**src/rtl/pc_pkg.sv**
```systemverilog
// Shared types for the fetch PC unit: redirect priority encoding and the
// request selector used by both the PC mux and the redirect buffer.
package pc_pkg;

  localparam int MAX_ADDR_W = 64;

  // Numeric order is priority order, so a plain compare ranks two requests.
  typedef enum logic [2:0] {
    PRI_NONE    = 3'd0,
    PRI_BRANCH  = 3'd1,
    PRI_JUMP    = 3'd2,
    PRI_JUMPREG = 3'd3,
    PRI_EXC     = 3'd4
  } redirect_pri_t;

  typedef struct packed {
    redirect_pri_t               pri;
    logic [MAX_ADDR_W-1:0]       target;
  } redirect_req_t;

  function automatic redirect_req_t pri_select(
    input logic                  exception,
    input logic                  jumpReg,
    input logic                  jump,
    input logic                  branch,
    input logic                  aluRes,
    input logic [MAX_ADDR_W-1:0] excVec,
    input logic [MAX_ADDR_W-1:0] regTarget,
    input logic [MAX_ADDR_W-1:0] target
  );
    redirect_req_t req;
    req.pri    = PRI_NONE;
    req.target = '0;
    if (exception) begin
      req.pri    = PRI_EXC;
      req.target = excVec;
    end else if (jumpReg) begin
      req.pri    = PRI_JUMPREG;
      req.target = regTarget;
    end else if (jump) begin
      req.pri    = PRI_JUMP;
      req.target = target;
    end else if (branch && aluRes) begin
      req.pri    = PRI_BRANCH;
      req.target = target;
    end
    return req;
  endfunction

endpackage

```
**src/rtl/pc_redirect_buffer.sv**
```systemverilog
// One-entry holding register for a redirect that arrives while fetch cannot
// advance; a later request replaces it only if it is at least as urgent.
module pc_redirect_buffer
  import pc_pkg::*;
#(
  parameter int ADDR_W = 32
) (
  input  logic              Clk,
  input  logic              Reset,
  input  logic              advance,
  input  redirect_pri_t     newPri,
  input  logic [ADDR_W-1:0] newTarget,
  output logic              valid,
  output redirect_pri_t     pri,
  output logic [ADDR_W-1:0] target
);

  // Any advance consumes the entry, whether or not it was the one taken.
  always_ff @(posedge Clk) begin
    if (Reset || advance) begin
      valid <= 1'b0;
      pri   <= PRI_NONE;
    end else if ((newPri != PRI_NONE) && (!valid || (newPri >= pri))) begin
      valid  <= 1'b1;
      pri    <= newPri;
      target <= newTarget;
    end
  end

endmodule

```
**src/rtl/fetch_pc_unit.sv**
```systemverilog
// Program counter and fetch-address generator: PC register, prioritised
// redirect mux with stall buffering, exception PC capture and fetch-valid flop.
module fetch_pc_unit
  import pc_pkg::*;
#(
  parameter int                ADDR_W    = 32,
  parameter int                INC       = 1,
  parameter logic [ADDR_W-1:0] RESET_VEC = '0,
  parameter logic [ADDR_W-1:0] EXC_VEC   = ADDR_W'(32'h80)
) (
  input  logic              Clk,
  input  logic              Reset,
  input  logic              Stall,
  input  logic              FetchReady,
  output logic              FetchValid,
  output logic [ADDR_W-1:0] PcOut,
  output logic [ADDR_W-1:0] PcPlusInc,
  input  logic              Branch,
  input  logic              AluRes,
  input  logic              Jump,
  input  logic              JumpReg,
  input  logic [ADDR_W-1:0] Target,
  input  logic [ADDR_W-1:0] RegTarget,
  input  logic              Exception,
  output logic [ADDR_W-1:0] EpcOut,
  output logic              RedirectPending
);

  redirect_req_t     req;
  redirect_pri_t     bufPri;
  logic              bufValid;
  logic [ADDR_W-1:0] bufTarget;
  logic [ADDR_W-1:0] reqTarget;
  logic [ADDR_W-1:0] nextPc;
  logic              advance;
  logic              takeNew;
  logic              unusedReqHi;

  always_comb begin
    req = pri_select(Exception, JumpReg, Jump, Branch, AluRes,
                     MAX_ADDR_W'(EXC_VEC), MAX_ADDR_W'(RegTarget),
                     MAX_ADDR_W'(Target));
  end

  // The selector works at the widest address; only ADDR_W bits matter here.
  assign reqTarget   = req.target[ADDR_W-1:0];
  assign unusedReqHi = ^req.target;

  assign advance         = FetchValid & FetchReady & ~Stall;
  assign takeNew         = (req.pri != PRI_NONE) && (!bufValid || (req.pri >= bufPri));
  assign PcPlusInc       = PcOut + ADDR_W'(INC);
  assign RedirectPending = bufValid;

  always_comb begin
    nextPc = PcPlusInc;
    if (takeNew) begin
      nextPc = reqTarget;
    end else if (bufValid) begin
      nextPc = bufTarget;
    end
  end

  pc_redirect_buffer #(.ADDR_W(ADDR_W)) u_buffer (
    .Clk       (Clk),
    .Reset     (Reset),
    .advance   (advance),
    .newPri    (req.pri),
    .newTarget (reqTarget),
    .valid     (bufValid),
    .pri       (bufPri),
    .target    (bufTarget)
  );

  // EpcOut tracks the PC of any exception cycle, even one that cannot advance.
  always_ff @(posedge Clk) begin
    if (Reset) begin
      PcOut      <= RESET_VEC;
      EpcOut     <= '0;
      FetchValid <= 1'b0;
    end else begin
      FetchValid <= 1'b1;
      if (advance) begin
        PcOut <= nextPc;
      end
      if (Exception) begin
        EpcOut <= PcOut;
      end
    end
  end

endmodule

```
**config.mk**
```make
export PLATFORM = sky130hd
export DESIGN_NAME = fetch_pc_unit
export DESIGN_NICKNAME = d
export VERILOG_FILES = /design/src/rtl/pc_pkg.sv /design/src/rtl/pc_redirect_buffer.sv /design/src/rtl/fetch_pc_unit.sv
export SDC_FILE = /design/constraint.sdc
export NUM_CORES = 1
export LEC_CHECK = 0
export BUFFER_PORTS_ARGS = -buffer_cell sky130_fd_sc_hd__buf_2
export CORE_MARGIN = 4
export CORE_UTILIZATION = 51
export CTS_CLUSTER_SIZE = 12
export DETAILED_ROUTE_END_ITERATION = 10
export PLACE_DENSITY = 0.8
export SYNTH_ARGS = -nofsm -noshare
export SYNTH_HDL_FRONTEND = slang
export SYNTH_HIERARCHICAL = 1
export SYNTH_SLANG_ARGS = --single-unit
```
**constraint.sdc**
```tcl
create_clock -name Clk -period 3.8 [get_ports Clk]
set_input_delay 0.38 -clock Clk [delete_from_list [all_inputs] [get_ports Clk]]
set_output_delay 0.38 -clock Clk [all_outputs]
set_load 0.02 [all_outputs]
```
# Yosys cells after proc, flatten, opt, wreduce, memory -nomap -nowiden
# Cells that the tools add are included.
[op_classes]
n_addsub = 1
order_cmp = 1
n_mux = 7
bitwise = 4
n_reduce_logical = 7
[ops]
columns = ["operator", "n"]
rows = [
  ["2-to-1 mux 66 bit", 2],
  ["2-to-1 mux 67 bit", 1],
  ["2-to-1 mux 65 bit", 1],
  ["2-to-1 mux 32 bit", 2],
  ["adder 32 x 1 -> 32 bit (second input constant)", 1],
  ["greater-or-equal comparator 3 bit", 1],
  ["nonzero test 3 bit", 1],
  ["AND 1 bit", 2],
  ["logical AND 1 bit", 2],
  ["logical OR 1 bit", 2],
  ["inverter 1 bit", 2],
  ["AND reduction 2 bit", 1],
  ["zero test 1 bit", 1],
  ["2-to-1 mux 1 bit", 1],
]
[word_totals]
regBits = 101
input_bits = 73
out_inout_bits = 98
wordCells = 26

# Logic depth before layout (Yosys ltp)
# Gate-level depths: netlist of run 1.
[depth]
word_depth = 9
depth_mapped = 13
depth_no_buf = 10

# By module
# The synthesis of run 1 kept the hierarchy.
[by_module_without_submodules]
columns = ["module", "instances", "cells_per_inst", "area_per_inst_um2", "seq_area_each_um2"]
rows = [
  ["fetch_pc_unit", 1, 519, 4171.5, 1301.2],
  ["pc_redirect_buffer", 1, 61, 1194.9, 1041.0],
]

# Least setup slack after synthesis of run 1
# OpenSTA, ideal clock, no wires.
[synth_timing]
path_kind = "in2reg"
startpoint = "input Exception"
endpoint = "register u_buffer.target[0] (enable)"
setup_time_ns = 0.392
arrival_ns = 3.088
t_required_ns = 3.408
setup_slack_ns = 0.320
stages = 9
path_buffers = 3
cell_sequence = "clkbuf_1 buf_1 buf_1 nor2_1 ha_1 nand2_1 o2111ai_2 o31a_2 and2_1"
[synth_rtl]
columns = ["item", "line", "source"]
rows = [
  ["start: declaration", "fetch_pc_unit.sv:24", "input logic Exception,"],
  ["end signal: assignment", "pc_redirect_buffer.sv:26", "target <= newTarget;"],
  ["end: declaration", "pc_redirect_buffer.sv:15", "output logic [ADDR_W-1:0] target"],
]

# Worst setup path in the final report of run 1
[layout_timing]
startpoint = "register PcOut[0]"
endpoint = "output PcPlusInc[28]"
[layout_between]
elab_chain_len = 1
[layout_rtl]
columns = ["item", "line", "source"]
rows = [
  ["start: declaration", "fetch_pc_unit.sv:16", "output logic [ADDR_W-1:0] PcOut,"],
  ["start signal: assignment", "fetch_pc_unit.sv:83", "PcOut <= nextPc;"],
  ["adder 32 x 1 -> 32 bit", "fetch_pc_unit.sv:51", "assign PcPlusInc = PcOut + ADDR_W'(INC);"],
  ["end: declaration", "fetch_pc_unit.sv:17", "output logic [ADDR_W-1:0] PcPlusInc,"],
]
# Every way passes these cells.

==> results of run 1 <==
cells in the mapped netlist (all sizes together) (14+ instances only):
cell type and number:
dfxtp 69, edfxtp 32, nor2 86, a22oi 26, nand2 33, a21oi 28
a211oi 14, buf 15, inv 17, clkbuf 27, o21ai 27, nand3 19
xnor2 22, mux2i 44
cell type report:
type / count / area, um^2 / share of cell area
Clock buffer: 13 / 181 / 0.0280
Timing Repair Buffer: 181 / 948 / 0.146
Clock inverter: 3 / 23.8 / 0.00366
Inverter: 18 / 67.6 / 0.0104
Sequential cell: 101 / 2340 / 0.361
Multi-Input combinational cell: 418 / 2760 / 0.425
Tap cell: 136 / 170 / 0.0262
worst max path at each step:
| stage | startpoint | to | slack (ns) | cells after the start |
|---|---|---|---|---|
| floorplan | Exception | u_buffer/target[0] | 0.32 | 9 |
| global placement | JumpReg | u_buffer/target[19] | 0.82 | 10 |
| detailed placement | JumpReg | u_buffer/target[19] | 0.59 | 10 |
| CTS | PcOut[0] | PcPlusInc[28] | 0.66 | 7 |
| global route | PcOut[0] | PcPlusInc[28] | 0.43 | 7 |
| finish | PcOut[0] | PcPlusInc[28] | 0.64 | 7 |
routing by layer:
metal  global-route usage  vias to the layer above  share of wire
met5                    0                        -              0
met4               0.0903                        0          0.022
met3               0.0477                       31          0.092
met2                0.422                      287           0.49
met1                0.309                     2388           0.40
li1                     -                     2415              -
where the power goes:
part           switching (mW)  internal (mW)  leakage (nW)
logic                   0.251          0.151          1.92
registers              0.0444           1.17         0.867
clock network           0.381          0.323         0.105
total                   0.676           1.64          2.89
kinds of logic (layout without fill, tap and decap cells):
kind of cell    after synthesis  in the layout  synth area share
flops                       101            101             0.436
xor+xnor                     30             30            0.0490
mux                          44             44            0.0821
fa+ha+maj                     7              7            0.0163
buf+inv                      61            215            0.0504
compound gates              146            146             0.188
simple gates                191            191             0.178
stage by stage:
| step | hold WS (ns) | utilization | instances | cell area, um^2 | setup slack [ns] |
|---|---|---|---|---|---|
| 2_1_floorplan | 0.449 | - | 580 | 5370 | 0.320 |
| 3_3_place_gp | 0.468 | 0.612 | 854 | 6280 | 0.816 |
| 3_5_place_dp | 0.474 | 0.612 | 854 | 6280 | 0.586 |
| 4_1_cts | 0.380 | 0.631 | 870 | 6490 | 0.657 |
| 5_1_grt | 0.385 | 0.631 | 870 | 6490 | 0.430 |
| 6_report | 0.385 | 0.631 | 870 | 6490 | 0.644 |
flip-flops by register name, indices dropped and copies added (netlist names):
signal / count
PcOut: 32
u_buffer/pri: 3
EpcOut: 32
FetchValid: 1
u_buffer/valid: 1
u_buffer/target: 32
cells in the final DEF, fill, tap and decap left out, types with 4 or more instances in the layout:
master,synthesis,layout
xor2_1,8,8
a22oi_1,26,26
inv_1,17,17
buf_4,0,11
clkbuf_8,1,9
dfxtp_1,69,69
o21ai_0,25,24
ha_1,7,7
nor4_1,5,5
nor3_1,12,12
nor2_1,86,85
a32o_1,8,8
nand2b_1,4,4
nand4_1,5,5
o22ai_1,4,4
nand2_1,31,31
xnor2_1,22,22
buf_2,8,169
and4_1,4,4
nor2b_1,4,4
a21oi_1,28,28
edfxtp_1,32,32
a211oi_1,14,14
o211ai_1,5,5
mux2i_1,44,44
nand3_1,17,17
critical path: stages (launching register included):
cell	delay, ns
dfxtp_1	0.56
ha_1	0.27
nand3_1	0.26
nor4_4	0.38
and4_1	0.39
nand4_1	0.19
xnor2_1	0.18
buf_2	0.18
==> run_results.csv, run 1 <==
group,metric,value,unit
status,status,"finished clean",
die,die_h,111,um
clocking,cts_sinks,101,
grt,grt_max_degree,51,
routing,drt_pass1_iterations,6,
synth,synth_edf_count,32,
routing,vias,5121,
die,design.core.area,10300,um^2
timing,fin_crit_sh,0.830,
timing,rsz0062_at_grt,"no",
clocking,cts.clk_slew.worst_paths,0.09,ns
timing,finalSetupViolCount,0,
pwr,pwr_density_cell,357,nW/um^2
cells_and_area,final_layout_size_suffix_gt1_frac,0.289,
pwr,leakage,2.89,nW
clocking,cts-buffers-inserted,9,
clocking,cts_resized,0,
hold_path,min_to,"u_buffer/target[26]",
routing,wl_per_cell,18.2,um
die,row_count,37,
synth,async_reset_ff_frac,0,
clocking,cts_tree,"yes",
routing,wirelength,15.8,mm
clocking,cts_hold_buffers,0,
hold_path,min-delay-start,"RegTarget[26]",
placement,port_buffers,170,
timing,fin_crit,3.16,ns
synth,ys_types,66,
synth,ys_warn_count,6,
grt,antenna_found_initial,0,
synth,syn_inst,580,
timing,clock_skew,0.0174,ns
clocking,clockRootBuffer,"clkbuf_8",
routing,drc_errors,0,
pwr,irDropWorstVdd,0.194,mV
die,die_x,111,um
synth,syn_nets,660,
clocking,cts.htree.levels,3,
grt,grt_pass1_vias,4998,
routing,vias_per_cell,5.89,
timing,relSlewSlack,0.525,
synth,synth_top_area_share,0.257,
hold_path,hold-path-cell-count,2,
clocking,clock_latency,0.37,ns
flow_run,maxCapViolCount,0,
timing,max_freq,0.317,GHz
worst_setup_path,rrSetupSlack,1.26,ns
worst_setup_path,timing.rr.end,"u_buffer/target[3]",
worst_setup_path,cp.arrival,2.78,ns
synth,avgSynthCellArea,9.25,um^2
die,start_util,0.522,
timing,hold_violations,0,
worst_setup_path,r2r_cells,6,
pwr,power.total,2.32,mW
routing,drt_iter0_drc,441,
die,num_io_pins,171,
hold_path,hp-class,"in -> reg",
timing,maxSlewViolCount,0,
grt,grt_util_all_layers,0.247,
clocking,post_cts_buffers,0,
synth,ys_seq_area_frac,0.436,
cells_and_area,fillers,886,
worst_setup_path,worst_ep_required_time,3.42,ns
synth,yosys.area.top_type,"dfxtp_1",
grt,grt_pass1_wl,25.0,mm
cells_and_area,antennaDiodeCount,0,
cells_and_area,area_growth,20.9,%
die,die_area,12200,um^2
timing,setup_tns,0,ns
placement,gp_congestion,0.887,
synth,ys.flop_type,"dfxtp_1",
placement,hpwl,11.5,mm
clocking,ctsLongestPathBuffers,2,
synth,ys_seq_elements,101,
worst_setup_path,crit_fanout,8,
synth,netlist_top_cells_area,"dfxtp_1, edfxtp_1, mux2i_1",
timing,worst_slew_pin_slew,0.713,ns
worst_setup_path,critPathKind,"reg -> out",
routing,postRouteAntennaNets,0,
synth,syn_area,5370,um^2
grt,overflow,0,
worst_setup_path,critical_path.endpoint_type,"primary output",
worst_setup_path,critPathLaunchType,"flop",
cells_and_area,final_net_count,809,
worst_setup_path,timing.rr.start,"FetchValid",
Note: power is estimated with default switching activity, not from simulation.
==> run 2, diff against run 1 <==
--- a/config.mk
+++ b/config.mk
@@ -7,10 +7,10 @@
 export LEC_CHECK = 0
 export BUFFER_PORTS_ARGS = -buffer_cell sky130_fd_sc_hd__buf_2
 export CORE_MARGIN = 4
-export CORE_UTILIZATION = 51
+export CORE_UTILIZATION = 46
 export CTS_CLUSTER_SIZE = 12
 export DETAILED_ROUTE_END_ITERATION = 10
-export PLACE_DENSITY = 0.8
+export PLACE_DENSITY = 0.76
 export SYNTH_ARGS = -nofsm -noshare
 export SYNTH_HDL_FRONTEND = slang
 export SYNTH_HIERARCHICAL = 1
==> constraint.sdc (replaced) <==
create_clock -name Clk -period 2.6 [get_ports Clk]
set_input_delay 0.26 -clock Clk [delete_from_list [all_inputs] [get_ports Clk]]
set_output_delay 0.26 -clock Clk [all_outputs]
set_load 0.02 [all_outputs]
==> run 2 against run 1 <==
  * Final cell count up 3.0%
  * Die area is 10% higher
  * Hold slack worse by 0.13 ns
  * Via count is 2.0% higher
  * Sequential cell count is the same
  * Non-clock buffer count up 19
  * Combinational power up 55%
  * Total power up 64%
  * Sequential share of layout area decreased by 1.5 points
  * Clock-buffer cell count fell by 3
  * Largest cell class unchanged
==> run_results.csv, run 2 (synthesis gave the netlist of run 1 again) <==
group,metric,value,unit
cells_and_area,stdcell_count,896,
timing,max_freq,0.402,GHz
timing,maxSlewViolCount,0,
timing,fin_crit_sh,0.957,
placement,hpwl,12.2,mm
worst_setup_path,cp_slowest_cell,"dfxtp_4",
clocking,cts.htree.levels,3,
die,die_area,13500,um^2
die,design.core.area,11400,um^2
timing,hold_ws,0.254,ns
hold_path,hp-class,"in -> reg",
clocking,cts_hold_buffers,0,
grt,grt_util_all_layers,0.243,
pwr,leakage,3.06,nW
routing,drt_iter0_drc,414,
die,start_util,0.470,
clocking,cts-buffers-inserted,9,
worst_setup_path,crit_fanout,5,
die,die_h,116,um
pwr,swShare,0.281,
pwr,p_sw,1.07,mW
routing,wirelength,16.6,mm
worst_setup_path,cp_slowest_stage_delay,0.39,ns
placement,place_ws,0.124,ns
worst_setup_path,critPathLaunchType,"flop",
worst_setup_path,crit_chain,"ha_4 -> nand3_4 -> nor4_4 -> and4_4 -> nand4_1 -> xnor2_1 -> buf_4",
flow_run,maxCapViolCount,0,
placement,dp_cells,880,
grt,grt_pass1_vias,5077,
clocking,ctsLongestPathBuffers,2,
placement,place_area,6430,um^2
timing,hold_violations,0,
grt,antenna_found_initial,1,
pwr,comb_power_share,0.163,
pwr,clockPowerShare,0.373,
placement,port_buffers,170,
cells_and_area,layout_common_cells,"buf_2, nor2_1, dfxtp_1",
pwr,power_frac_seq,0.464,
cells_and_area,final_net_count,828,
worst_setup_path,critPathKind,"reg -> out",
cells_and_area,reg_top3,"EpcOut (32), PcOut (32), u_buffer/target (32)",
pwr,irDropWorstVdd,0.311,mV
worst_setup_path,worst_ep_required_time,2.34,ns
clocking,cts_tree,"yes",
cells_and_area,antennaDiodeCount,0,
timing,worst_slew_pin_slew,0.929,ns
timing,relSlewSlack,0.381,
pwr,intPower,2.74,mW
clocking,cts_sinks,101,
die,die_x,116,um
routing,postRouteAntennaNets,0,
worst_setup_path,critical_path.endpoint_type,"primary output",
grt,overflow,0,
clocking,clockRootBuffer,"clkbuf_16",
die,row_count,39,
cells_and_area,area_growth,26.8,%
cells_and_area,fillers,1028,
timing,fin_ws,0.111,ns
clocking,cts.clk_slew.worst_paths,0.07,ns
routing,drc_errors,0,
status,status,"finished clean",
timing,finalSetupViolCount,0,
die,num_io_pins,171,
routing,drt_pass1_iterations,5,
cells_and_area,design_area,6810,um^2
routing,vias,5222,
timing,clock_skew,0.0113,ns
cells_and_area,final_core_util,0.596,
placement,gp_congestion,0.888,
routing,wl_per_cell,18.5,um
cells_and_area,final_common_cell,"buf_2",
pwr,pwr_density_cell,559,nW/um^2
timing,fin_crit,2.49,ns
cells_and_area,final_layout_size_suffix_gt1_frac,0.327,
grt,grt_pass1_wl,26.0,mm
routing,vias_per_cell,5.83,
grt,grt_max_degree,33,
clocking,clock_latency,0.35,ns
worst_setup_path,cp.arrival,2.23,ns
==> run 2: worst paths after layout <==
check             slack, ns               to             from  cells after the start
setup / recovery       0.11    PcPlusInc[28]         PcOut[0]                      7
setup reg to reg       0.23         PcOut[2]  u_buffer/pri[2]                      8
hold / removal         0.25  u_buffer/pri[2]        Exception                      3
hold reg to reg        0.49       EpcOut[22]       EpcOut[22]                      2
==> run 2: worst max-delay path, delay by kind of cell (launching register included) <==
family	cells	cell delay, ns
and+or+nand+nor	4	0.96
DFF	1	0.39
xor gates and xnor gates	1	0.20
adders and majority gates	1	0.17
buffers and inverters	1	0.17
==> run 2: layout make-up <==
class,count,area (um^2),area share
tap,143,179,0.0263
timing repair buffer,200,1080,0.159
inverter,18,67.6,0.00993
clock buffer,10,239,0.0351
clock inverter,6,76.3,0.0112
sequential,101,2350,0.346
multi-input combinational,418,2810,0.413
==> run 2: metal layers <==
layer  global-route usage  wire length [um]  up-vias
li1                     -                 -     2455
met5                    0                13        -
met2                0.417              8060      273
met4               0.0735               319        2
met1                0.315              6880     2456
met3               0.0418              1340       36
==> run 2: power by group through the flow <==
stage	registers, mW	clock network (mW)	logic, mW
final	1.77	1.42	0.621
after global routing	1.78	1.50	0.674
after CTS	1.77	1.44	0.615
after detailed placement	1.80	0	0.611
after global placement	1.80	0	0.592
after floorplan	1.82	0	0.350
==> run 2: stage by stage <==
step | TNS (ns) | power, mW
6_report | 0 | 3.81
5_1_grt | -0.0248 | 3.95
4_1_cts | 0 | 3.82
3_5_place_dp | 0 | 2.41
3_3_place_gp | 0 | 2.39
2_1_floorplan | 0 | 2.17
==> run 2: repair_timing <==
| action | CTS | global route |
|---|---|---|
| endpoints found under the hold margin | 0 | 0 |
| pin swaps | 0 | 3 |
| endpoints found under the setup margin | 9 | 10 |
| buffers inserted | 0 | 0 |
| gates resized for setup | 5 | 15 |
==> run 3, diff against run 2 <==
--- a/config.mk
+++ b/config.mk
@@ -7,10 +7,10 @@
 export LEC_CHECK = 0
 export BUFFER_PORTS_ARGS = -buffer_cell sky130_fd_sc_hd__buf_2
 export CORE_MARGIN = 4
-export CORE_UTILIZATION = 46
+export CORE_UTILIZATION = 55
 export CTS_CLUSTER_SIZE = 12
 export DETAILED_ROUTE_END_ITERATION = 10
-export PLACE_DENSITY = 0.76
+export PLACE_DENSITY = 0.85
 export SYNTH_ARGS = -nofsm -noshare
 export SYNTH_HDL_FRONTEND = slang
 export SYNTH_HIERARCHICAL = 1
==> constraint.sdc (replaced) <==
create_clock -name Clk -period 2.9 [get_ports Clk]
set_input_delay 0.29 -clock Clk [delete_from_list [all_inputs] [get_ports Clk]]
set_output_delay 0.29 -clock Clk [all_outputs]
set_load 0.02 [all_outputs]
==> run 3 against run 2 <==
  * Setup slack better by 0.040 ns
  * Die area shrank 15%
  * Total power shrank 22%
  * Clock skew rose by 0.0035 ns
  * Sequential power shrank 10%
  * Largest cell class unchanged
  * Non-clock buffer count is 16 lower
  * Final cell count fell by 3.3%
  * Via count is 0.65% lower
==> run_results.csv, run 3 (synthesis gave the netlist of run 1 again) <==
group,metric,value,unit
placement,port_buffers,170,
worst_setup_path,cp.arrival,2.46,ns
placement,gp_congestion,0.824,
clocking,clockRootBuffer,"clkbuf_8",
clocking,cts_sinks,101,
die,die_x,107,um
timing,setup_tns,0,ns
routing,vias,5188,
routing,drt_iter0_drc,530,
worst_setup_path,critical_path.endpoint_type,"primary output",
cells_and_area,area_growth,20.8,%
timing,fin_crit,2.75,ns
worst_setup_path,critPathKind,"reg -> out",
timing,max_freq,0.364,GHz
clocking,cts.htree.levels,3,
grt,grt_util_all_layers,0.266,
routing,postRouteAntennaNets,0,
pwr,p_sw,0.879,mW
routing,drc_errors,0,
pwr,intPower,2.10,mW
clocking,clock_latency,0.37,ns
clocking,ctsLongestPathBuffers,2,
grt,grt_max_degree,43,
timing,maxSlewViolCount,0,
worst_setup_path,crit_chain,"ha_1 -> nand3_2 -> nor4_4 -> buf_4 -> and2_1 -> nand2_1 -> xnor2_1 -> buf_2",
timing,rsz0062_at_grt,"no",
worst_setup_path,critPathLaunchType,"flop",
placement,hpwl,11.3,mm
timing,relSlewSlack,0.568,
routing,drt_pass1_iterations,6,
cells_and_area,reg_top3,"EpcOut (32), PcOut (32), u_buffer/target (32)",
worst_setup_path,worst_ep_required_time,2.61,ns
clocking,cts.clk_slew.worst_paths,0.09,ns
cells_and_area,design_area,6480,um^2
routing,wirelength,15.3,mm
pwr,clockPowerShare,0.291,
flow_run,maxCapViolCount,0,
die,start_util,0.573,
grt,grt_pass1_wl,24.6,mm
grt,grt_pass1_vias,4927,
timing,hold_violations,0,
die,die_area,11400,um^2
cells_and_area,antennaDiodeCount,0,
worst_setup_path,cp_slowest_cell,"dfxtp_2",
cells_and_area,final_net_count,812,
die,design.core.area,9370,um^2
timing,clock_skew,0.0148,ns
clocking,cts_tree,"yes",
die,num_io_pins,171,
pwr,power_frac_seq,0.534,
timing,worst_slew_pin_slew,0.648,ns
routing,vias_per_cell,5.99,
hold_path,hp-class,"in -> reg",
placement,place_area,6280,um^2
cells_and_area,fillers,760,
timing,finalSetupViolCount,0,
pwr,leakage,2.90,nW
worst_setup_path,crit_fanout,8,
cells_and_area,final_layout_size_suffix_gt1_frac,0.300,
cells_and_area,final_common_cell,"buf_2",
timing,fin_crit_sh,0.948,
pwr,comb_power_share,0.175,
cells_and_area,layout_common_cells,"buf_2, nor2_1, dfxtp_1",
clocking,cts-buffers-inserted,9,
grt,overflow,0,
status,status,"finished clean",
pwr,irDropWorstVdd,0.230,mV
pwr,pwr_density_cell,460,nW/um^2
die,die_h,107,um
die,row_count,35,
worst_setup_path,cp_slowest_stage_delay,0.43,ns
routing,wl_per_cell,17.7,um
pwr,swShare,0.295,
grt,antenna_found_initial,0,
run 3: cell type report:
cell class / instances / area [um^2] / area share
clock buffers: 12 / 156 / 0.0241
repair buffers: 184 / 958 / 0.148
multi-input cells: 418 / 2770 / 0.427
well taps: 129 / 161 / 0.0249
clock inverters: 4 / 27.5 / 0.00425
inverters: 18 / 67.6 / 0.0104
flip-flops and latches: 101 / 2340 / 0.362
run 3: power by group through the flow:
stage                     clock network [mW]  registers [mW]  logic, mW
after CTS                              0.870            1.59      0.518
after detailed placement                   0            1.62      0.516
final                                  0.868            1.59      0.521
after floorplan                            0            1.63      0.312
after global routing                   0.940            1.60      0.567
after global placement                     0            1.62      0.500
run 3: per-layer routing:
metal | track usage | up-vias | routed length (um)
li1 | - | 2427 | -
met1 | 0.353 | 2430 | 6210
met2 | 0.448 | 311 | 7270
met3 | 0.0464 | 20 | 1650
met4 | 0.0721 | 0 | 202
met5 | 0 | - | 0
run 3: metrics by stage:
step	hold slack (ns)	utilization	setup WS (ns)	instances	total power, mW
2_1_floorplan	0.367	-	0.0836	580	1.94
3_3_place_gp	0.469	0.670	0.392	849	2.12
3_5_place_dp	0.473	0.670	0.265	849	2.14
4_1_cts	0.269	0.691	0.0159	866	2.98
5_1_grt	0.283	0.692	0.0424	866	3.11
6_report	0.287	0.692	0.151	866	2.98
run 3: what timing repair did:
item / 4_1_cts / 5_1_grt
setup buffers: 1 / 0
pin swaps: 1 / 0
hold buffers: 0 / 0
endpoints found under the setup margin: 1 / 7
resized for setup: 2 / 4
run 3: path summary, 6_finish.rpt:
check	from	end	slack [ns]	cells after the start
max	PcOut[0]	PcPlusInc[20]	0.15	8
min	RegTarget[26]	u_buffer/target[26]	0.29	2
max reg2reg	PcOut[8]	PcOut[17]	0.66	6
min reg2reg	EpcOut[13]	EpcOut[13]	0.50	2
run 3: worst max-delay path, delay by kind of cell, from the launching register on:
family,cells,cell delay (ns)
DFF,1,0.43
buffers and inverters,2,0.40
adders and majority gates,1,0.24
xor gates and xnor gates,1,0.18
and+or+nand+nor,4,0.85
